### src/rtl/cache_arbiter.sv
// Purpose: arbitrates I-cache and D-cache line requests onto one physical-memory port; ties alternate.
// Latency: strobe the cycle after grant; x_resp one cycle after pmem_resp; one IDLE bubble before the next grant.
// Backpressure: requests are held until x_resp; memory stalls by withholding pmem_resp.
module cache_arbiter #(
  parameter int ADDR_W = 16,
  parameter int LINE_W = 128
) (
  input  logic              clk,
  input  logic              rst,
  input  logic              i_read,
  input  logic [ADDR_W-1:0] i_address,
  output logic [LINE_W-1:0] i_rdata,
  output logic              i_resp,
  input  logic              d_read,
  input  logic              d_write,
  input  logic [ADDR_W-1:0] d_address,
  input  logic [LINE_W-1:0] d_wdata,
  output logic [LINE_W-1:0] d_rdata,
  output logic              d_resp,
  output logic              pmem_read,
  output logic              pmem_write,
  output logic [ADDR_W-1:0] pmem_address,
  output logic [LINE_W-1:0] pmem_wdata,
  input  logic [LINE_W-1:0] pmem_rdata,
  input  logic              pmem_resp
);

  typedef enum logic [1:0] {IDLE, SERVE_I, SERVE_D, DONE} state_t;

  state_t            state;
  logic              last_grant_d;  // 0: I-cache won last, 1: D-cache won last
  logic              lat_write;
  logic [ADDR_W-1:0] lat_addr;
  logic [LINE_W-1:0] lat_wdata;
  logic [LINE_W-1:0] line_buf;

  logic d_req;
  logic grant_d;

  // Arbitration: D wins when it is the only requester, or on a tie when I was granted last.
  always_comb begin
    d_req   = d_read | d_write;
    grant_d = d_req & (~i_read | ~last_grant_d);
  end

  // The memory side sees only latched copies, so requester changes mid-transaction are harmless.
  assign pmem_address = lat_addr;
  assign pmem_wdata   = lat_wdata;
  assign i_rdata      = line_buf;
  assign d_rdata      = line_buf;

  // Control FSM: grant, hold strobe until pmem_resp, pulse the served side's resp, then idle one cycle.
  always_ff @(posedge clk) begin
    if (rst) begin
      state        <= IDLE;
      last_grant_d <= 1'b0;
      lat_write    <= 1'b0;
      lat_addr     <= '0;
      lat_wdata    <= '0;
      line_buf     <= '0;
      pmem_read    <= 1'b0;
      pmem_write   <= 1'b0;
      i_resp       <= 1'b0;
      d_resp       <= 1'b0;
    end else begin
      case (state)
        IDLE: begin
          i_resp <= 1'b0;
          d_resp <= 1'b0;
          if (i_read || d_req) begin
            last_grant_d <= grant_d;
            if (grant_d) begin
              // A simultaneous read+write from the D-cache is taken as the writeback.
              state      <= SERVE_D;
              lat_addr   <= d_address;
              lat_write  <= d_write;
              lat_wdata  <= d_write ? d_wdata : '0;
              pmem_read  <= ~d_write;
              pmem_write <= d_write;
            end else begin
              state      <= SERVE_I;
              lat_addr   <= i_address;
              lat_write  <= 1'b0;
              lat_wdata  <= '0;
              pmem_read  <= 1'b1;
              pmem_write <= 1'b0;
            end
          end
        end
        SERVE_I, SERVE_D: begin
          if (pmem_resp) begin
            state      <= DONE;
            pmem_read  <= 1'b0;
            pmem_write <= 1'b0;
            if (!lat_write) begin
              line_buf <= pmem_rdata;
            end
            i_resp <= (state == SERVE_I);
            d_resp <= (state == SERVE_D);
          end
        end
        DONE: begin
          // Stray pmem_resp here is ignored; the next grant waits for the IDLE bubble.
          i_resp <= 1'b0;
          d_resp <= 1'b0;
          state  <= IDLE;
        end
        default: begin
          state <= IDLE;
        end
      endcase
    end
  end

endmodule

### config.mk
export PLATFORM = sky130hd
export DESIGN_NAME = cache_arbiter
export DESIGN_NICKNAME = d
export VERILOG_FILES = /design/src/rtl/cache_arbiter.sv
export SDC_FILE = /design/constraint.sdc
export NUM_CORES = 1
export LEC_CHECK = 0
export ABC_AREA = 1
export CORE_AREA = 2 2 273 275
export DETAILED_ROUTE_END_ITERATION = 16
export DIE_AREA = 0 0 275 277
export PLACE_DENSITY_LB_ADDON = 0.05
export SLEW_MARGIN = 20
export SYNTH_ARGS = -nofsm -noshare
export SYNTH_HDL_FRONTEND = slang
export SYNTH_SLANG_ARGS = --single-unit
### constraint.sdc
create_clock -name clk -period 1.5 [get_ports clk]
set_input_delay 0.3 -clock clk [delete_from_list [all_inputs] [get_ports clk]]
set_output_delay 0.3 -clock clk [all_outputs]
set_load 0.01 [all_outputs]
### After elaboration in Yosys (flattened, before gate mapping)

Cells that the tools add are included.

* eq/ne operators: 5
* muxes and demuxes: 18
* bitwise operators: 7
* reductions and logical operators: 9

Operator list (number)
* 128-bit 2-to-1 mux: 2
* 16-bit 2-to-1 mux: 1
* 1-bit one-hot mux with 2 select lines: 4
* 1-bit 2-to-1 mux: 7
* 2-bit 2-to-1 mux: 3
* 2-bit one-hot mux with 3 select lines: 1
* 3-bit AND reduction: 2
* 2-bit equality test (second input constant): 2
* 2-bit inequality test (second input constant): 2
* 1-bit inverter: 4
* 2-bit AND reduction: 2
* 2-bit OR reduction: 2
* 2-bit by 1-bit equality test with 1-bit output (second input constant): 1
* 2-bit zero test: 1
* 1-bit OR: 2
* 2-bit nonzero test: 1
* 1-bit AND: 1
* 1-bit logical OR: 1

* flip-flop bits (word level): 280
* bits of input ports: 294
* word-level logic and storage cells: 49

### Depth between registers and ports, before layout

* depth after elaboration: 6
* mapped depth: 9
* mapped depth without buffers: 8

### Worst setup path after synthesis

No wires, ideal clock.

* path kind: reg2reg
* from: register state[0]
* to: register line_buf[107], in the netlist d_rdata[107]
* setup time: 0.064 ns
* arrival time: 1.588 ns
* data required time: 1.436 ns
* path slack: -0.153 ns
* stages on the path, launching flop included: 10
* clock period less this slack: 1.653 ns
* path through: dfxtp_1 inv_1 ha_1 nand2_1 nor2_1 inv_1 clkbuf_1 clkbuf_1 nor2_1 nor2_1

* cells in the longest elaborated chain, start to end: 3

Ends and longest elaborated chain
* start, declared: line 30 `state_t state;`
* start signal, assigned: line 55 `state <= IDLE;`
* start signal, assigned: line 74 `state <= SERVE_D;`
* start signal, assigned: line 81 `state <= SERVE_I;`
* 2-bit by 1-bit equality test with 1-bit output / 2-bit equality test (equally long branches): line 66 `case (state)`
* 2-bit OR reduction *: line 66
* 3-bit AND reduction (no line) *
* end signal, assigned: line 96 `line_buf <= pmem_rdata;`
* end, declared: line 35 `logic [LINE_W-1:0] line_buf;`

Mark *: on every way between the ends. The rest lies on a longest branch, timed or not.
A chain may end at the register's enable or synchronous reset.

### Worst setup path after layout

* from: register state[0]
* to: register line_buf[102], in the netlist d_rdata[102]

Same word-level chain as after synthesis.

==> results.sh <==
export IMPL_max_freq_ghz=0.6277
export IMPL_htree_levels=2
export IMPL_final_common_cell="clkdlybuf4s50_1"
export IMPL_cp_max_fo=10
export IMPL_hold_viol_final=0
export IMPL_die_y_um=277
export IMPL_synth_avg_cell_area_sq_um=7.619
export IMPL_die_area_sq_mm=0.07618
export IMPL_rows=100
export IMPL_clockPowerShare_pct=23.5
export IMPL_dpl_hpwl_um=45980
export IMPL_hold_worst_slack_ps=189.4
export IMPL_antenna_found_initial=17
export IMPL_dp_slack_ps=-434.4
export IMPL_area_growth_pct=101.8
export IMPL_power_mw=41.26
export IMPL_ys_ff_latch=280
export IMPL_initial_core_util_pct=15.13
export IMPL_yosysSeqAreaShare_pct=50.36
export IMPL_dp_cells=2955
export IMPL_sw_frac_of_total_pct=37.47
export IMPL_power_frac_comb_pct=47.9
export IMPL_layout_common_cells="clkdlybuf4s50_1 (292), nor2_1 (240), clkdlybuf4s15_2 (181)"
export IMPL_finalMaxSlewViolations=0
export IMPL_die_w_um=275
export IMPL_final_area_sq_mm=0.02246
export IMPL_path_class="register to register"
export IMPL_grt_pass1_vias=12080
export IMPL_setup_viol=102
export IMPL_register_area_sq_mm=0.005848
export IMPL_period_needed_ps=1593
export IMPL_setup_slack_ps=-93.16
export IMPL_final_core_util_pct=30.53
export IMPL_min_path_type="input port to register"
export IMPL_route_detailed_drc=0
export IMPL_grt_usage_pct=15.84
export IMPL_vias_per_cell=3.955
export IMPL_ant_nets=0
export IMPL_power_frac_seq_pct=28.6
export IMPL_max_vdd_ir_drop_v=0.0008338
export IMPL_yosysWarnings=0
export IMPL_dr_pass1_iters=4
export IMPL_dpl_cell_area_sq_mm=0.01880
export IMPL_grt_max_degree=80
export IMPL_via_count=12190
export IMPL_critPathTopFamily="buffers and inverters"
export IMPL_tightest_slew_ps=461.8
export IMPL_routed_wl_um=66620
export IMPL_cap_violations=0
export IMPL_max_stage_delay_ps=340
export IMPL_p_leak_nw=8.882
export IMPL_clk_pin_slew_worst_paths_ps=60
export IMPL_grt_overflow_total=0
export IMPL_layout_drive_gt1_share_pct=38.91
export IMPL_rrSetupSlack_ps=-90
export IMPL_synth_nets=1759
export IMPL_internal_power_mw=25.80
export IMPL_ios=698
export IMPL_arrival_ps=2040
export IMPL_timing_slew_headroom_pct=69.21
export IMPL_place_port_buffers=697
export IMPL_grt_setup_unrepaired="true"
export IMPL_cpMaxStageDelayCell="dfxtp_2"
export IMPL_synth_distinct_cells=18
export IMPL_multi_input_area_sq_mm=0.005124
export IMPL_cts_buffers=40
export IMPL_power_density_mw_per_mm2=1837
export IMPL_core_sq_mm=0.07357
export IMPL_grt_pass1_wl_um=88290
export IMPL_cts_buffer_depth=3
export IMPL_place_congestion=0.7876
export IMPL_syn_area_sq_mm=0.01113
export IMPL_stdcell_count=3083
export IMPL_cp_buffers_inverters=4
export IMPL_cp_start_kind="register"
export IMPL_cts_tree="yes"
export IMPL_worst_skew_pair_late_latency_ps=560
export IMPL_violations="setup timing"
export IMPL_finalClockSkew_ps=21.65
export IMPL_cp_required_ps=1940
export IMPL_tns_ps=-5350
export IMPL_status="finished, violations left"
export IMPL_drt_wirelength_per_cell_um=21.61
export IMPL_root_buffer="clkbuf_16"
export IMPL_final_nets=2378
export IMPL_cp_cell_sequence="inv_2 > ha_4 > nand2_4 > nor2_4 > buf_12 > inv_16 > bufbuf_16 > nor2_2 > nor2_1"
export IMPL_cts_sinks=280
export IMPL_period_share_pct=106.2
export IMPL_switchingPower_mw=15.46
export IMPL_initialDrtViolationCount=549
export IMPL_end_kind="register"
export IMPL_n_fill_cell=7741
export IMPL_synthCells=1461
cells by family after synthesis:
logic type / after synthesis / share of synthesized area (%)
AO/OA/AOI/OAI: 278 / 12.60
flip-flops: 280 / 50.36
AND/OR/NAND/NOR: 635 / 22.95
buffers and inverters: 264 / 13.64
adder cells (fa/ha/maj): 4 / 0.4497
synthesized netlist by cell type:
| master | number | area [sq um] |
|---|---|---|
| a21oi_1 | 129 | 645.6 |
| a21oi_4 | 1 | 16.27 |
| and2_1 | 1 | 6.260 |
| buf_1 | 3 | 11.26 |
| buf_2 | 36 | 180.2 |
| buf_4 | 128 | 960.9 |
| clkbuf_1 | 67 | 251.5 |
| clkbuf_2 | 1 | 5.000 |
| dfxtp_1 | 280 | 5605 |
| ha_1 | 4 | 50.05 |
| inv_1 | 29 | 108.9 |
| nand2_1 | 182 | 683.2 |
| nand3_1 | 131 | 655.6 |
| nand4_1 | 1 | 6.260 |
| nor2_1 | 319 | 1197 |
| nor2_2 | 1 | 6.260 |
| o21ai_0 | 144 | 720.7 |
| o21ai_1 | 4 | 20.02 |
power by group through the flow:
stage | clock [mW] | sequential, mW | combinational [mW]
final | 9.70 | 11.8 | 19.8
after global routing | 10.4 | 12.1 | 21.2
after floorplan | 0 | 11.7 | 6.69
after detailed placement | 0 | 11.5 | 16.4
after global placement | 0 | 11.5 | 16.5
after CTS | 10.1 | 11.8 | 17.0
what timing repair did:
| action | CTS | global route |
|---|---|---|
| cloned | 18 | 25 |
| pin swaps | 4 | 83 |
| hold buffers | 0 | 0 |
| setup buffers | 8 | 4 |
| gates resized for setup | 1470 | 271 |
| setup endpoints to repair | 579 | 302 |
layer usage:
metal / part of all wire, % / track usage, % / up-vias
li1: - / - / 5890
met5: 0.17 / 0 / -
met3: 8.7 / 5.792 / 78
met2: 51 / 28.65 / 467
met1: 39 / 17.61 / 5743
met4: 1.5 / 3.160 / 16
worst paths after layout:
kind / depth (start not counted) / end / start
setup / recovery: 9 / d_rdata[102]$_SDFFE_PP0P_ / state[0]$_SDFFE_PP0P_
hold reg to reg: 2 / pmem_wdata[34]$_SDFFE_PP0P_ / pmem_wdata[34]$_SDFFE_PP0P_
hold / removal: 4 / d_rdata[36]$_SDFFE_PP0P_ / rst
setup reg to reg: 9 / d_rdata[102]$_SDFFE_PP0P_ / state[0]$_SDFFE_PP0P_
final cells by class:
cell class,instances,share of cell area (%)
repair buffers,811,39.11
flip-flops and latches,280,26.04
multi-input cells,917,22.81
well taps,969,5.398
clock buffers,54,5.047
clock inverters,13,0.8245
inverters,29,0.5794
diodes,9,0.1003
repair inverters,1,0.08914
sequential cells by signal, summed over array words and instances, names as in the netlist:
name	count
lat_write	1
pmem_address	16
pmem_read	1
d_resp	1
pmem_wdata	128
last_grant_d	1
d_rdata	128
i_resp	1
state	2
pmem_write	1
worst register-to-register path, stage by stage (launching register included):
cell and delay [ps]:
dfxtp_2 340, inv_2 50, ha_4 270, nand2_4 50
nor2_4 100, buf_12 170, inv_16 80, bufbuf_16 300
nor2_2 80, nor2_1 50
(Power assumes the default switching activity.)
